<file path="config.mk">
export PLATFORM = sky130hd
export DESIGN_NAME = ysyx_24100029_wbu
export DESIGN_NICKNAME = d
export VERILOG_FILES = /design/src/rtl/ysyx_24100029_wb_pkg.sv /design/src/rtl/ysyx_24100029_RegisterFile.sv /design/src/rtl/ysyx_24100029_wbu.sv
export SDC_FILE = /design/constraint.sdc
export NUM_CORES = 2
export LEC_CHECK = 0
export CELL_PAD_IN_SITES_DETAIL_PLACEMENT = 0
export CELL_PAD_IN_SITES_GLOBAL_PLACEMENT = 1
export CORE_UTILIZATION = 50
export CTS_CLUSTER_DIAMETER = 120
export DETAILED_ROUTE_END_ITERATION = 8
export GPL_ROUTABILITY_DRIVEN = 0
export MAX_ROUTING_LAYER = met4
export PLACE_DENSITY_LB_ADDON = 0.1
export SLEW_MARGIN = 20
export SYNTH_ARGS = -nofsm -noshare
export SYNTH_HDL_FRONTEND = slang
export SYNTH_SLANG_ARGS = --single-unit
</file>
<file path="constraint.sdc">
create_clock -name clock -period 55.4 [get_ports clock]
set_clock_uncertainty 0.15 [all_clocks]
set_input_delay 5.54 -clock clock [delete_from_list [all_inputs] [get_ports clock]]
set_output_delay 5.54 -clock clock [all_outputs]
set_load 0.05 [all_outputs]
</file>
<file path="src/rtl/ysyx_24100029_wb_pkg.sv">
// ----------------------------------------------------------------------------
// ysyx_24100029_wb_pkg
// Shared constants and types for the write-back stage.
//   - CSR_* : bit positions of the csr_wen write-enable vector
//   - ECALL_INST / MCAUSE_ECALL : ecall encoding and its machine cause code
//   - MSTATUS_RESET : mstatus value after reset (MPP = machine mode)
//   - wb_hold_t : contents of the single-entry hold register
// ----------------------------------------------------------------------------
package ysyx_24100029_wb_pkg;

    localparam int CSR_MSTATUS = 0;
    localparam int CSR_MTVEC   = 1;
    localparam int CSR_MEPC    = 2;
    localparam int CSR_MCAUSE  = 3;

    localparam logic [31:0] ECALL_INST    = 32'h0000_0073;
    localparam logic [31:0] MSTATUS_RESET = 32'h0000_1800;
    localparam logic [31:0] MCAUSE_ECALL  = 32'd11;

    typedef struct packed {
        logic [31:0] pc;
        logic [31:0] inst;
        logic [31:0] wdata;    // already resolved: load data or execute result
        logic [4:0]  rd;
        logic        r_wen;
        logic [3:0]  csr_wen;
        logic [31:0] csrs;
        logic        jump;
    } wb_hold_t;

endpackage

</file>
<file path="src/rtl/ysyx_24100029_RegisterFile.sv">
// ----------------------------------------------------------------------------
// ysyx_24100029_RegisterFile
// Integer register file: NR_REG x 32 bits, one synchronous write port and two
// asynchronous read ports. Register x0 is never written and always reads 0.
// Ports:
//   clock, reset        : clock, asynchronous active-high reset (clears all)
//   we, waddr, wdata    : write port
//   raddr1/rdata1       : read port 1 (combinational)
//   raddr2/rdata2       : read port 2 (combinational)
// ----------------------------------------------------------------------------
module ysyx_24100029_RegisterFile #(
    parameter int NR_REG = 32,
    localparam int AW    = $clog2(NR_REG)
) (
    input  logic          clock,
    input  logic          reset,
    input  logic          we,
    input  logic [AW-1:0] waddr,
    input  logic [31:0]   wdata,
    input  logic [AW-1:0] raddr1,
    output logic [31:0]   rdata1,
    input  logic [AW-1:0] raddr2,
    output logic [31:0]   rdata2
);

    logic [31:0] regs [NR_REG];

    // NOTE: this array is reset because every GPR must read zero after reset;
    // it therefore maps to flops, not to a RAM macro (RAMs cannot be reset).
    always_ff @(posedge clock or posedge reset) begin
        if (reset) begin
            for (int i = 0; i < NR_REG; i++) begin
                regs[i] <= '0;
            end
        end else if (we && (waddr != '0)) begin
            regs[waddr] <= wdata;
        end
    end

    assign rdata1 = (raddr1 == '0) ? '0 : regs[raddr1];
    assign rdata2 = (raddr2 == '0) ? '0 : regs[raddr2];

endmodule

</file>
<file path="src/rtl/ysyx_24100029_wbu.sv">
// ----------------------------------------------------------------------------
// ysyx_24100029_wbu
// Write-back stage. Holds one retired instruction from the load/store stage,
// presents it on the commit handshake, and on retirement writes the GPR file,
// the machine CSRs and bumps minstret. Decode reads the GPRs through two
// combinational ports that bypass the held (not yet retired) result.
// Ports:
//   clock, reset                  : clock, asynchronous active-high reset
//   valid_last / ready_last       : upstream handshake
//   pc, inst, R_wen, rd, mem_ren,
//   LSU_Rdata, Ex_result, csr_wen,
//   csrs, jump_flag               : instruction payload from load/store stage
//   commit_valid / commit_ready   : retirement handshake
//   commit_pc/inst/jump           : held instruction, stable until retired
//   raddr1/rdata1, raddr2/rdata2  : forwarded GPR read ports for decode
//   mtvec_o, mepc_o               : architectural mtvec / mepc
//   minstret                      : 64-bit retired-instruction counter
// ----------------------------------------------------------------------------
module ysyx_24100029_wbu
    import ysyx_24100029_wb_pkg::*;
#(
    parameter logic [31:0] RESET_PC = 32'h8000_0000,
    parameter int          NR_REG   = 32
) (
    input  logic        clock,
    input  logic        reset,
    input  logic        valid_last,
    output logic        ready_last,
    input  logic [31:0] pc,
    input  logic [31:0] inst,
    input  logic        R_wen,
    input  logic [4:0]  rd,
    input  logic        mem_ren,
    input  logic [31:0] LSU_Rdata,
    input  logic [31:0] Ex_result,
    input  logic [3:0]  csr_wen,
    input  logic [31:0] csrs,
    input  logic        jump_flag,
    output logic        commit_valid,
    input  logic        commit_ready,
    output logic [31:0] commit_pc,
    output logic [31:0] commit_inst,
    output logic        commit_jump,
    input  logic [4:0]  raddr1,
    output logic [31:0] rdata1,
    input  logic [4:0]  raddr2,
    output logic [31:0] rdata2,
    output logic [31:0] mtvec_o,
    output logic [31:0] mepc_o,
    output logic [63:0] minstret
);

    localparam int AW = $clog2(NR_REG);

    wb_hold_t    hold;
    wb_hold_t    hold_next;
    logic        capture;
    logic        retire;
    logic        is_ecall;
    logic        gpr_we;
    logic [31:0] gpr_rdata1;
    logic [31:0] gpr_rdata2;

    logic [31:0] mstatus;
    logic [31:0] mtvec;
    logic [31:0] mepc;
    logic [31:0] mcause;

    // The hold register frees up in the same cycle it retires, giving
    // one instruction per cycle under continuous commit_ready.
    assign ready_last = ~commit_valid | commit_ready;
    assign capture    = valid_last & ready_last;
    assign retire     = commit_valid & commit_ready;
    assign is_ecall   = (hold.inst == ECALL_INST);
    assign gpr_we     = retire & hold.r_wen & (hold.rd != 5'd0);

    // NOTE: every field is assigned in this one statement, so no path can
    // leave hold_next unassigned and no latch is inferred.
    always_comb begin
        hold_next = '{
            pc:      pc,
            inst:    inst,
            wdata:   mem_ren ? LSU_Rdata : Ex_result,
            rd:      rd,
            r_wen:   R_wen,
            csr_wen: csr_wen,
            csrs:    csrs,
            jump:    jump_flag
        };
    end

    // NOTE: state updates use non-blocking assignments so every register
    // samples pre-edge values regardless of statement order.
    always_ff @(posedge clock or posedge reset) begin
        if (reset) begin
            commit_valid <= 1'b0;
            hold         <= '{pc: RESET_PC, default: '0};
        end else if (capture) begin
            commit_valid <= 1'b1;
            hold         <= hold_next;
        end else if (retire) begin
            commit_valid <= 1'b0;
        end
    end

    // CSR commit; an ecall's mepc/mcause update overrides explicit writes.
    always_ff @(posedge clock or posedge reset) begin
        if (reset) begin
            mstatus  <= MSTATUS_RESET;
            mtvec    <= '0;
            mepc     <= '0;
            mcause   <= '0;
            minstret <= '0;
        end else if (retire) begin
            if (hold.csr_wen[CSR_MSTATUS]) mstatus <= hold.csrs;
            if (hold.csr_wen[CSR_MTVEC])   mtvec   <= hold.csrs;
            if (is_ecall) begin
                mepc   <= hold.pc;
                mcause <= MCAUSE_ECALL;
            end else begin
                if (hold.csr_wen[CSR_MEPC])   mepc   <= hold.csrs;
                if (hold.csr_wen[CSR_MCAUSE]) mcause <= hold.csrs;
            end
            minstret <= minstret + 64'd1;
        end
    end

    ysyx_24100029_RegisterFile #(
        .NR_REG (NR_REG)
    ) u_regfile (
        .clock  (clock),
        .reset  (reset),
        .we     (gpr_we),
        .waddr  (hold.rd[AW-1:0]),
        .wdata  (hold.wdata),
        .raddr1 (raddr1[AW-1:0]),
        .rdata1 (gpr_rdata1),
        .raddr2 (raddr2[AW-1:0]),
        .rdata2 (gpr_rdata2)
    );

    // Bypass the held result whether or not it retires this cycle, so decode
    // never sees a stale value for a register about to be written.
    assign rdata1 = (raddr1 == 5'd0) ? 32'd0 :
                    (commit_valid && hold.r_wen && hold.rd == raddr1) ? hold.wdata :
                    gpr_rdata1;
    assign rdata2 = (raddr2 == 5'd0) ? 32'd0 :
                    (commit_valid && hold.r_wen && hold.rd == raddr2) ? hold.wdata :
                    gpr_rdata2;

    assign commit_pc   = hold.pc;
    assign commit_inst = hold.inst;
    assign commit_jump = hold.jump;
    assign mtvec_o     = mtvec;
    assign mepc_o      = mepc;

endmodule

</file>
==> summary.txt <==
Status
  – Status: finished, final reports clean

Die
  – Die ar.: about 140000 µm²
  – # IOs: 445
  – Die W: 368.7 µm
  – Starting Density: 0.5037
  – Die height: around 370 µm
  – Core ar.: about 130000 µm²
  – Num rows: 134

Clock tree
  – Root buffer cell: clkbuf_16
  – Clock transition at path regs: 0.06 ns
  – CTS Buf Count: 144
  – Cts repair resizes: 0
  – Clock Latency Late Sink: 0.79 ns
  – Post-CTS Setup Bufs: 0
  – Maximum buffer depth of the clock tree: 3
  – CTS tree: yes
  – TritonCTS Sinks: 1290
  – # hold bufs at CTS: 0
  – H-tree Lvls: 4

Timing
  – Fin. max-slew vios: 0
  – Tcrit/Tclk final: 0.2971
  – RSZ-0062 raised after global routing: no
  – Final critical-path required period: 16.46 ns
  – Relative slew slack: 0.1843
  – # setup viols final: 0
  – Highest Clock Rate: 0.06076 GHz
  – Worst Tran Pin Value: about 1.2 ns
  – Setup TNS: 0 ns
  – Setup slack after layout: slightly below 40 ns
  – Hold Vio Cnt, Final: 0

Cells and area
  – Layout cell share with drive strength beyond 1: 0.4026
  – # fillers: 10770
  – Nets: 4985
  – Syn-to-layout area delta: 14.62%

Synth
  – Area leader, netlist: dfrtp_1
  – Register area share after synthesis: 0.4802
  – Mapped Cells: 4624
  – EDFF count, synth: 0
  – Largest family of logic cells by synthesized area: multiplexers
  – Post-Synth Adder-Cell Area: 0.0001861
  – Post-Synth XOR/XNOR Area: 0.009511
  – FFs w/ async S/R, synth: 1.000
  – Post-synth cell types: 73
  – Multiplexer share of the synthesized area: 0.3856
  – Top cells by area, synth: dfrtp_1, mux2_2, mux4_2
  – Syn Area/Cell: 14.54 µm²
  – Synth top area share: 0.4798
  – Post-synthesis instance area: 67230 µm²
  – Net Count, Synth: 4811
  – Synth Area in Simple Gates: 0.03021
  – Commonest cells post-synth: dfrtp_1, mux2_2, mux4_2, clkbuf_1, mux2i_1
  – YS warnings: 0
  – Top_reg_cell synth: dfrtp_1
  – Most frequent cell after synthesis: dfrtp_1
  – Flops & latches, synth: 1290
  – Synth Area in Compound Gates: 0.04956

Detailed routing
  – ANT nets after route: 0
  – Post-DR vias/cell: 6.502
  – DR DRC count: 0
  – Wire per inst: 32.41 µm
  – Total length of routed wires: ~220000 µm
  – Drt first pass iters: 7
  – Via count: 43490
  – Initial DRC count: 3884

Worst setup path
  – CP Capture Type: output port
  – WS Path Type: in -> out
  – CP max FO: 60
  – Worst Reg-to-Reg Cells: 5
  – CP arrival: 10.77 ns
  – R2r setup slk: about 51 ns
  – Worst r2r src: hold[42]
  – Startpoint Class: input port
  – Critical path required time: 49.71 ns
  – R2R Path End: u_regfile.regs[608]

Min path
  – Hold-critical path depth: 0
  – HP Class: reg -> reg
  – Beginning of the worst hold path: u_regfile.regs[1022]
  – WHS Endpoint: u_regfile.regs[1022]

Global routing
  – Total global routing overflow: 0
  – Number of global-route vias before repair: 44290
  – Tot GR Track Use: 0.3310
  – Initial antenna violation count: 13
  – First-pass GRT wire length: 317600 µm
  – Largest net degree at the start of global routing: 162

Power and ir drop
  – Power per cell area: 38.11 nW/µm²
  – Leakage power: 0.03460 µW
  – Seq pwr share: 0.425
  – Cell-internal power: a little over 2000 µW
  – P_sw: between 800 and 900 µW
  – Clock network power share: 0.338
  – Switching Fraction: 0.3051
  – Max VDD drop: 0.03024 mV
  – Logic gate share of total power: 0.237

Run
  – Max-cap violations: 0

Place
  – Final HPWL DP: 123700 µm
  – PortBufs: 442
  – DP Worst Slack: 38.94 ns
[critical path: stages]
cell	delay (ns)
buf_8	0.52
buf_4	0.69
buf_4	0.82
nor4_4	0.26
buf_4	0.25
nor2_2	0.91
buf_4	0.40
a221o_1	0.40
clkdlybuf4s50_1	0.88
[layout by cell type, fill, tap and decap left out, types with 32 or more instances in the layout]
master	instances
dfrtp_1	1288
a2bb2oi_1	32
a211oi_1	37
clkbuf_16	148
a221o_1	52
o21ai_0	88
a221oi_1	45
nand2_1	76
o22ai_1	88
clkbuf_1	41
mux2_2	1116
clkbuf_8	34
clkdlybuf4s50_1	434
xnor2_1	56
buf_4	121
nor2_1	64
nand3_1	42
mux2_1	97
mux4_2	441
mux2i_1	220
[cell families (layout without fill, tap and decap cells)]
kind of cell / count (synthesis) / count (layout)
muxes: 1879 / 1879
DFF: 1290 / 1290
buffers and inverters: 559 / 846
AOI/OAI and AO/OA: 454 / 454
and+or+nand+nor: 368 / 368
xor gates and xnor gates: 73 / 73
adders and majority gates: 1 / 1
other: 0 / 10
[power by group through the flow]
stage	registers, µW	logic [µW]	clock network (µW)
2_1_floorplan	1280	464	0
5_1_grt	1270	735	1040
3_3_place_gp	1250	688	0
4_1_cts	1240	699	1010
3_5_place_dp	1260	696	0
6_report	1250	696	992
[worst max path at each step]
| stage | start | end | depth (start not counted) |
|---|---|---|---|
| after floorplan | reset | commit_inst[0] | 1 |
| after global placement | raddr1[0] | rdata1[9] | 9 |
| after detailed placement | raddr1[0] | rdata1[9] | 9 |
| after CTS | raddr1[0] | rdata1[9] | 9 |
| after global routing | raddr1[0] | rdata1[9] | 9 |
| final | raddr1[0] | rdata1[9] | 9 |
[metrics by stage]
stage	utilization	total power [µW]	hold slack [ns]	area (µm²)	instances
global route	0.5774	3049	0.2375	77050	6687
CTS	0.5770	2950	0.2263	77000	6677
finish	0.5774	2936	0.2263	77060	6689
global placement	0.5403	1938	0.2115	72110	6417
detailed placement	0.5406	1955	0.2135	72140	6418
floorplan	-	1744	0.2746	67230	4624
[per-layer routing]
layer,GRT usage,up-vias,routed length [µm]
met5,-,-,0
met4,0.09903,0,6032
met3,0.05406,317,13930
met2,0.5126,1577,105000
met1,0.4509,23620,91780
li1,-,17980,-
[state kept, by name, indices dropped and copies added, names as in the netlist]
signal,cells
commit_inst,32
hold,72
u_regfile.regs,1024
commit_jump,1
mepc_o,32
commit_pc,32
minstret,64
mtvec_o,32
commit_valid,1
[area by class of cell]
cell class              count  area, µm²  share of cell area
flip-flops and latches   1290      32280              0.4190
repair buffers            568       5465             0.07092
diodes                     10      25.02           0.0003247
clock buffers             221       4298             0.05577
well taps                1768       2212             0.02871
clock inverters            38      558.0            0.007242
multi-input cells        2775      32140              0.4171
inverters                  19      78.83            0.001023
(Power assumes the default switching activity.)
